### src/rtl/serial_mem_responder_if.sv
// UART byte stream and 32-bit memory bus bundle for serial_mem_responder.
// master is the responder side, slave is the UART/memory side.
interface serial_mem_responder_if;
    logic [7:0]  RX;
    logic        hasRX;
    logic [7:0]  TX;
    logic        start_TX;
    logic        TX_ready;
    logic        mem_req;
    logic        mem_we;
    logic [31:0] mem_addr;
    logic [31:0] mem_wdata;
    logic [31:0] mem_rdata;
    logic        mem_ack;
    logic        busy;
    logic        protoError;

    modport master (
        input  RX, hasRX, TX_ready, mem_rdata, mem_ack,
        output TX, start_TX, mem_req, mem_we, mem_addr, mem_wdata,
        output busy, protoError
    );

    modport slave (
        output RX, hasRX, TX_ready, mem_rdata, mem_ack,
        input  TX, start_TX, mem_req, mem_we, mem_addr, mem_wdata,
        input  busy, protoError
    );
endinterface

### src/rtl/serial_mem_responder.sv
// Host-link command responder: parses checksummed read/write packets from
// the UART, performs one memory access per packet and sends the reply.
module serial_mem_responder #(
    parameter logic [31:0] TIMEOUT_CYCLES = 32'd50000000
) (
    input  logic clk,
    input  logic rst,
    serial_mem_responder_if.master bus
);
    typedef enum logic [2:0] {
        IDLE, GET_ADDR, GET_DATA, GET_SUM, MEM, SEND, SEND_WAIT
    } state_t;

    localparam logic [7:0] OP_WR = 8'h57;
    localparam logic [7:0] OP_RD = 8'h52;
    localparam logic [7:0] ACK   = 8'h06;
    localparam logic [7:0] NAK   = 8'h15;

    state_t      state_q, state_d;
    logic        is_wr_q, is_wr_d;
    logic [1:0]  cnt_q, cnt_d;
    logic [31:0] addr_q, addr_d;
    logic [31:0] wdata_q, wdata_d;
    logic [7:0]  sum_q, sum_d;
    logic [39:0] reply_q, reply_d;
    logic [2:0]  left_q, left_d;
    logic [31:0] tmo_q, tmo_d;
    logic        req_q, req_d;
    logic        perr_q, perr_d;
    logic        fresh_q;
    logic        start_tx;
    logic        tmo_hit;

    assign tmo_hit = (tmo_q >= TIMEOUT_CYCLES - 32'd1);

    always_comb begin
        state_d  = state_q;
        is_wr_d  = is_wr_q;
        cnt_d    = cnt_q;
        addr_d   = addr_q;
        wdata_d  = wdata_q;
        sum_d    = sum_q;
        reply_d  = reply_q;
        left_d   = left_q;
        tmo_d    = '0;
        req_d    = req_q;
        perr_d   = 1'b0;
        start_tx = 1'b0;
        unique case (state_q)
            IDLE: begin
                if (bus.hasRX) begin
                    if (bus.RX == OP_WR || bus.RX == OP_RD) begin
                        is_wr_d = (bus.RX == OP_WR);
                        sum_d   = bus.RX;
                        cnt_d   = 2'd0;
                        state_d = GET_ADDR;
                    end else begin
                        reply_d = {NAK, 32'h0};
                        left_d  = 3'd1;
                        state_d = SEND;
                    end
                end
            end
            GET_ADDR: begin
                tmo_d = tmo_q + 32'd1;
                if (bus.hasRX) begin
                    tmo_d  = '0;
                    addr_d = {addr_q[23:0], bus.RX};
                    sum_d  = sum_q + bus.RX;
                    cnt_d  = cnt_q + 2'd1;
                    if (cnt_q == 2'd3)
                        state_d = is_wr_q ? GET_DATA : GET_SUM;
                end else if (tmo_hit) begin
                    perr_d  = 1'b1;
                    state_d = IDLE;
                end
            end
            GET_DATA: begin
                tmo_d = tmo_q + 32'd1;
                if (bus.hasRX) begin
                    tmo_d   = '0;
                    wdata_d = {wdata_q[23:0], bus.RX};
                    sum_d   = sum_q + bus.RX;
                    cnt_d   = cnt_q + 2'd1;
                    if (cnt_q == 2'd3)
                        state_d = GET_SUM;
                end else if (tmo_hit) begin
                    perr_d  = 1'b1;
                    state_d = IDLE;
                end
            end
            GET_SUM: begin
                tmo_d = tmo_q + 32'd1;
                if (bus.hasRX) begin
                    tmo_d = '0;
                    if (bus.RX == sum_q) begin
                        req_d   = 1'b1;
                        state_d = MEM;
                    end else begin
                        reply_d = {NAK, 32'h0};
                        left_d  = 3'd1;
                        state_d = SEND;
                    end
                end else if (tmo_hit) begin
                    perr_d  = 1'b1;
                    state_d = IDLE;
                end
            end
            MEM: begin
                perr_d = bus.hasRX;
                if (bus.mem_ack && req_q) begin
                    req_d   = 1'b0;
                    reply_d = is_wr_q ? {ACK, 32'h0} : {ACK, bus.mem_rdata};
                    left_d  = is_wr_q ? 3'd1 : 3'd5;
                    state_d = SEND;
                end
            end
            SEND: begin
                perr_d = bus.hasRX;
                // first SEND cycle never issues, so TX has settled
                if (!fresh_q && bus.TX_ready) begin
                    start_tx = 1'b1;
                    state_d  = SEND_WAIT;
                end
            end
            SEND_WAIT: begin
                perr_d = bus.hasRX;
                // skip the cycle right after start_TX: TX_ready drops late
                if (!fresh_q && bus.TX_ready) begin
                    reply_d = {reply_q[31:0], 8'h00};
                    left_d  = left_q - 3'd1;
                    state_d = (left_q == 3'd1) ? IDLE : SEND;
                end
            end
            default: state_d = IDLE;
        endcase
    end

    always_ff @(posedge clk or negedge rst) begin
        if (!rst) begin
            state_q <= IDLE;
            is_wr_q <= 1'b0;
            cnt_q   <= '0;
            addr_q  <= '0;
            wdata_q <= '0;
            sum_q   <= '0;
            reply_q <= '0;
            left_q  <= '0;
            tmo_q   <= '0;
            req_q   <= 1'b0;
            perr_q  <= 1'b0;
            fresh_q <= 1'b0;
        end else begin
            state_q <= state_d;
            is_wr_q <= is_wr_d;
            cnt_q   <= cnt_d;
            addr_q  <= addr_d;
            wdata_q <= wdata_d;
            sum_q   <= sum_d;
            reply_q <= reply_d;
            left_q  <= left_d;
            tmo_q   <= tmo_d;
            req_q   <= req_d;
            perr_q  <= perr_d;
            fresh_q <= (state_d != state_q);
        end
    end

    assign bus.TX         = reply_q[39:32];
    assign bus.start_TX   = start_tx;
    assign bus.mem_req    = req_q;
    assign bus.mem_we     = is_wr_q;
    assign bus.mem_addr   = addr_q;
    assign bus.mem_wdata  = wdata_q;
    assign bus.busy       = (state_q != IDLE);
    assign bus.protoError = perr_q;
endmodule

### src/flat_wrapper.sv
// flat-port wrapper written by rule: the top's interface ports become plain ports
module serial_mem_responder_flat 
#(
    parameter logic [31:0] TIMEOUT_CYCLES = 32'd50000000
)
  (clk, rst, bus_RX, bus_hasRX, bus_TX_ready, bus_mem_rdata, bus_mem_ack, bus_TX, bus_start_TX, bus_mem_req, bus_mem_we, bus_mem_addr, bus_mem_wdata, bus_busy, bus_protoError);
  serial_mem_responder_if bus_i ();
  input  logic clk;
  input  logic rst;
  input wire logic [$bits(bus_i.RX)-1:0] bus_RX;
  input wire logic [$bits(bus_i.hasRX)-1:0] bus_hasRX;
  input wire logic [$bits(bus_i.TX_ready)-1:0] bus_TX_ready;
  input wire logic [$bits(bus_i.mem_rdata)-1:0] bus_mem_rdata;
  input wire logic [$bits(bus_i.mem_ack)-1:0] bus_mem_ack;
  output wire logic [$bits(bus_i.TX)-1:0] bus_TX;
  output wire logic [$bits(bus_i.start_TX)-1:0] bus_start_TX;
  output wire logic [$bits(bus_i.mem_req)-1:0] bus_mem_req;
  output wire logic [$bits(bus_i.mem_we)-1:0] bus_mem_we;
  output wire logic [$bits(bus_i.mem_addr)-1:0] bus_mem_addr;
  output wire logic [$bits(bus_i.mem_wdata)-1:0] bus_mem_wdata;
  output wire logic [$bits(bus_i.busy)-1:0] bus_busy;
  output wire logic [$bits(bus_i.protoError)-1:0] bus_protoError;
  assign bus_i.RX = bus_RX;
  assign bus_i.hasRX = bus_hasRX;
  assign bus_i.TX_ready = bus_TX_ready;
  assign bus_i.mem_rdata = bus_mem_rdata;
  assign bus_i.mem_ack = bus_mem_ack;
  assign bus_TX = bus_i.TX;
  assign bus_start_TX = bus_i.start_TX;
  assign bus_mem_req = bus_i.mem_req;
  assign bus_mem_we = bus_i.mem_we;
  assign bus_mem_addr = bus_i.mem_addr;
  assign bus_mem_wdata = bus_i.mem_wdata;
  assign bus_busy = bus_i.busy;
  assign bus_protoError = bus_i.protoError;
  serial_mem_responder #(.TIMEOUT_CYCLES(TIMEOUT_CYCLES)) u_core (.clk(clk), .rst(rst), .bus(bus_i));
endmodule
### config.mk
export PLATFORM = sky130hd
export DESIGN_NAME = serial_mem_responder_flat
export DESIGN_NICKNAME = d
export VERILOG_FILES = /design/src/rtl/serial_mem_responder_if.sv /design/src/rtl/serial_mem_responder.sv /design/src/flat_wrapper.sv
export SDC_FILE = /design/constraint.sdc
export NUM_CORES = 1
export LEC_CHECK = 0
export CAP_MARGIN = 15
export CORE_MARGIN = 2
export CORE_UTILIZATION = 54
export DETAILED_ROUTE_END_ITERATION = 12
export PLACE_DENSITY = 0.87
export SETUP_SLACK_MARGIN = 0.4
export SYNTH_ARGS = -nofsm -noshare
export SYNTH_HDL_FRONTEND = slang
export SYNTH_SLANG_ARGS = --single-unit
### constraint.sdc
create_clock -name clk -period 2.6 [get_ports clk]
set_clock_uncertainty 0.05 [all_clocks]
set_input_delay 0.39 -clock clk [delete_from_list [all_inputs] [get_ports clk]]
set_output_delay 0.39 -clock clk [all_outputs]
set_load 0.02 [all_outputs]
# After elaboration in Yosys (flattened, before gate mapping)
# Cells that the tools add are included.
# W data, S select, Z words.
# totals
reg_bits	156
inputBits	45
output_inout_bits	77
word_cells	106
# classes
n_addsub	4
magnitude_cmp	1
n_eq_ne	21
muxes	50
n_reduce_logical	18
# op_table
cell	n
$mux W40	6
$pmux W40 S4	1
$mux W32	3
$mux W3	19
$add A32 B1 Y32 const B	1
$ge A32 B26 Y1 const B	1
$mux W8	3
$pmux W3 S7	1
$eq A8 B7 Y1 const B	2
$pmux W8 S2	1
$pmux W3 S4	1
$ne A2 B1 Y1 const B	5
$eq A3 B3 Y1 const B	3
$mux W1	9
$add A8 B8 Y8	1
$eq A8 B8 Y1	1
$ne A2 B2 Y1 const B	4
$reduce_and A4 Y1	2
$reduce_and A7 Y1	1
$eq A3 B1 Y1 const B	2
$eq A3 B2 Y1 const B	2
$mux W2	3
$reduce_or A3 Y1	2
$pmux W1 S2	2
15 further kinds	18

# Logic depth before layout (Yosys ltp)
# logic_depth
word_depth	6
ltp_mapped	9
depth_no_buf	9

# Least setup slack after synthesis
# No wires, ideal clock.
# synth_path
kind	input port to flip-flop
from	input bus_RX[7]
to	register u_core.reply_q[17]
setup_time_ps	126
arrival_ps	1869
required_time_ps	2424
path_slack_ps	555
path_stages	8
n_path_buf	2
cell_sequence	or4b_4 -> nor3_4 -> a21oi_2 -> o21ba_1 -> buf_6 -> buf_4 -> nor2_1 -> nor2_1
# synth_via
elab_chain_cells	4
word_cells_on_any_way	7
classes_between	eq/ne: 5; reduce/logical: 2
# synth_rtl
element	line	text
from (decl)	flat_wrapper.sv:10	input wire logic [$bits(bus_i.RX)-1:0] bus_RX;
$eq A8 B7 Y1	serial_mem_responder.sv:52	if (bus.RX == OP_WR || bus.RX == OP_RD) begin
$logic_or A1 B1 Y1	serial_mem_responder.sv:52	
$ne A2 B2 Y1 (no line)	n/a	
$reduce_and A7 Y1 (no line) (*)	n/a	
to (signal assigned)	serial_mem_responder.sv:160	reply_q <= reply_d;
to (decl)	serial_mem_responder.sv:25	logic [39:0] reply_q, reply_d;
# Every way passes the cells marked *; elsewhere a longest branch is shown, timed or not.
# A chain may end at the register's enable or synchronous reset.

# Worst setup path after layout
# layout_path
from	register u_core.state_q[1]
to	register u_core.reply_q[23]
# layout_via
elab_chain_cells	3
word_cells_on_any_way	13
classes_between	eq/ne: 9; mux: 1; reduce/logical: 3
# layout_rtl
element	line	text
from (decl)	serial_mem_responder.sv:19	state_t state_q, state_d;
from (signal assigned)	serial_mem_responder.sv:154	state_q <= state_d;
$eq A3 B3 Y1 (tied with other cells)	serial_mem_responder.sv:49	unique case (state_q)
$ne A2 B1 Y1 (no line) (tied with other cells)	n/a	
$reduce_and A7 Y1 (no line)	n/a	
# Several ways; a longest one is shown, not always the timed one.

==> metrics.md <==
| Metric | Value |
|---|---|
| Outcome | completed |
| Max-slew headroom | 57.9% |
| Insertion delay to the later sink of the worst-skew pair | ~430 ps |
| Core area | ~13000 sq um |
| Via Count | roughly 5900 |
| # nets final | between 800 and 900 |
| Fmax | about 450 MHz |
| Post-layout util | between 70 and 80% |
| # Max-Cap Violations | 0 |
| Critical path launch point type | flop |
| GRT Max-Usage Layer | met2 |
| DRT Wirelength | between 15000 and 20000 microns |
| CP Data Arrival Time | ~2500 ps |
| Unique cell type count in the Yosys netlist | 55 |
| Area Growth Syn to Fin | 32.7% |
| Critical R2R Capture | u_core.reply_q[23]$_DFFE_PN0P_ |
| Worst Path Required | between 2000 and 3000 ps |
| H-tree levels | 4 |
| CTS Sinks | ~160 |
| Worst-margin pin slew | 631 ps |
| Yosys reg bits | between 150 and 200 |
| Overall Global Routing Usage | 25.0% |
| Met1 Use GR | 31.8% |
| Global-route wire length before repair | 28700 microns |
| Max Buffers Root-to-Sink | 2 |
| Routed Antenna Nets | 0 |
| CP max stage cell | dfrtp_2 |
| Crit-path max FO | 18 |
| CP Cell Sequence | nand3b_1 > and3_1 > o32a_1 > o21bai_4 > clkbuf_16 > a221oi_1 > nor2_1 |
| Clock root buffer | clkbuf_16 |
| Post-synth EDFFs | 0 |
| Largest net degree at the start of global routing | 66 |
| CTS Buf Count | 17 |
| Grt met3 use | around 4.3% |
| Peak supply drop | between 0.0004 and 0.0005 V |
| Syn nets | about 750 |
| Hold WS | about 390 ps |
| Final Cycle Share | between 80% and 90% |
| Gr ovfl total | 0 |
| Starting Density | between 50% and 60% |
| Die W | about 120 microns |
| Synth Cell Area | ~7400 sq um |
| Met2 Use GR | around two fifths |
| # fillers | about 860 |
| Final setup fails | 0 |
| CP endpoint | u_core.reply_q[23]$_DFFE_PN0P_ |
| Worst setup EP type | flop |
| Detailed-route DRC error count | 0 |
| Setup TNS | 0 ps |
| RSZ-0062 raised after global routing | true |
| Final Hold Violating Endpoints | 0 |
| Top FF cell, synth | dfrtp_1 |
| Vias in the first global route | around 5900 |
| 1st-pass router iterations | 5 |
| Post-Syn Instances | roughly 700 |
| Overall power | approximately 8.5 mW |
| Std-Cell Rows | 42 |
| I/O pins | 122 |
| Vias per cell | approximately 5.8 |
| P_leak | about 4.3 nW |
| Share of cells above drive strength 1 | 21.8% |
| DR iter-0 viols | 514 |
| Flop2flop setup slack | just under 400 ps |
| Syn_area_per_cell | 10.6 sq um |
| Hold Path Class | primary input to flop |
| Initial antenna violation count | 1 |
| Seq/Total Area, Yosys | 53.1% |
| PD cells | between 800 and 900 nW/um^2 |
| I/O Buffers | roughly 120 |
| CP peak stage delay | approximately 470 ps |
| Reg2Reg Launch Point | u_core.state_q[1]$_DFF_PN0_ |
| YS warnings | 0 |
| Die footprint | between 10000 and 15000 sq um |
| CP startpoint | u_core.state_q[1]$_DFF_PN0_ |
| GPL Wtd Cong | roughly 0.90 |
| Minimum clock period | between 2000 and 2500 ps |
| Wire per inst | between 15 and 20 microns |
| Die height | approximately 120 microns |
| CTS tree | yes |
| Clock transition at the registers of the reported paths | around 70 ps |
| Crit Path Class | flop to flop |
| Dpl hpwl | roughly 12000 microns |
| Reg2Reg Depth | 7 |
| Max-slew violations | 0 |
| Asr flop ratio synth | 100% |
where the power goes:
group          switching (mW)  internal [mW]  leakage, nW
sequential              0.375           2.93         2.06
combinational            1.50           1.31         2.01
clock                    1.00           1.40        0.279
total                    2.88           5.64         4.34
metal layers:
metal / wire length (microns) / vias up / share of wire [%]
met3: 889 / 42 / 4.8
met4: 498 / 0 / 2.7
li1: - / 2733 / -
met2: 9630 / 204 / 52
met1: 7680 / 2954 / 41
met5: 0 / - / 0
Yosys cell counts, drive strengths merged (11+ instances only):
library cell	count	area, sq um
nor2	105	397
a21oi	20	104
xnor2	13	114
mux2	65	732
dfrtp	156	3900
buf	26	186
ha	11	138
inv	15	56.3
nand2	63	236
o21ai	22	110
xor2	20	175
a221oi	25	219
nor3	15	97.6
nand3	39	195
clkbuf	21	78.8
cells by family (layout without fill, tap and decap cells):
group	Yosys count	count (layout)	share of synthesized area [%]
other cells	0	1	0
fa+ha+maj	12	12	2.14
flops	156	156	53.1
simple gates	266	266	16.7
xor+xnor	33	33	3.93
mux	66	66	10.1
buf+inv	62	219	4.37
compound gates	101	101	9.68
sequential cells by signal (all words and copies together) (netlist names):
register / cells
u_core.fresh_q: 1
u_core.tmo_q: 32
u_core.reply_q: 40
u_core.left_q: 3
u_core.bus.mem_we: 1
u_core.bus.mem_req: 1
u_core.state_q: 3
u_core.bus.mem_wdata: 32
u_core.sum_q: 8
u_core.bus.protoError: 1
u_core.cnt_q: 2
u_core.bus.mem_addr: 32
metrics by stage:
| stage | area (sq um) | std cells | worst slack (ps) |
|---|---|---|---|
| after CTS | 9570 | 1021 | 319 |
| final | 9760 | 1030 | 390 |
| after floorplan | 7360 | 696 | 555 |
| after global routing | 9760 | 1030 | 332 |
| after global placement | 8900 | 986 | -105 |
| after detailed placement | 8900 | 986 | -131 |
worst max-delay path: cells and delay by family (launching register included):
kind | cells | cell delay (ps)
buffers and inverters | 1 | 200
flip-flops | 1 | 470
AO/OA/AOI/OAI | 3 | 840
AND/OR/NAND/NOR | 3 | 530
cells in the final DEF, fill, tap and decap left out, types with 3 or more instances in the layout:
master	n
clkbuf_8	3
xor2_1	20
o21ai_0	21
dlygate4sd2_1	4
and4_1	7
dfrtp_1	153
clkinvlp_4	3
buf_4	43
nand4_1	3
a221oi_2	7
a31oi_1	6
xnor2_1	12
clkdlybuf4s50_1	113
and3_1	7
nor3_1	11
nor2b_1	3
inv_1	15
a21oi_1	18
nand3_1	38
a221oi_1	18
clkinv_4	5
dfrtp_2	3
mux2_2	65
or3_1	7
o31ai_1	4
ha_4	3
nor2_1	102
clkbuf_16	19
a22oi_1	4
nand2b_1	3
ha_1	7
buf_12	5
nand2_1	63
how the worst min path moves through the flow:
stage                                               from                             endpoint  slack [ps]  depth (start not counted)
after detailed placement                             rst            u_core.tmo_q[2]$_DFF_PN0_         370                          1
after global routing                           bus_RX[5]  u_core.bus.mem_wdata[5]$_DFFE_PN0P_         410                          3
after global placement                               rst            u_core.tmo_q[4]$_DFF_PN0_         370                          1
final                                          bus_RX[0]        u_core.bus.mem_we$_DFFE_PN0P_         390                          4
after CTS                 u_core.reply_q[35]$_DFFE_PN0P_       u_core.reply_q[35]$_DFFE_PN0P_         420                          2
after floorplan                                      rst   u_core.bus.mem_addr[0]$_DFFE_PN0P_          40                          0
area by class of cell:
type / count / area (sq um) / area share (%)
Sequential cell: 156 / 3910 / 40.0
Multi-Input combinational cell: 478 / 3300 / 33.8
Timing Repair Buffer: 172 / 1690 / 17.3
Clock buffer: 20 / 467 / 4.78
Tap cell: 176 / 220 / 2.26
Clock inverter: 12 / 115 / 1.18
Inverter: 15 / 56.3 / 0.577
Antenna cell: 1 / 2.50 / 0.0256
timing repair:
| action | 4_1_cts | 5_1_grt |
|---|---|---|
| setup buffers | 2 | 6 |
| endpoints found under the hold margin | 61 | 0 |
| cloned | 0 | 2 |
| setup endpoints to repair | 48 | 50 |
| pin swaps | 4 | 8 |
| gates resized for setup | 17 | 22 |
| hold buffers | 1 | 0 |
Note: power is estimated with default switching activity, not from simulation.
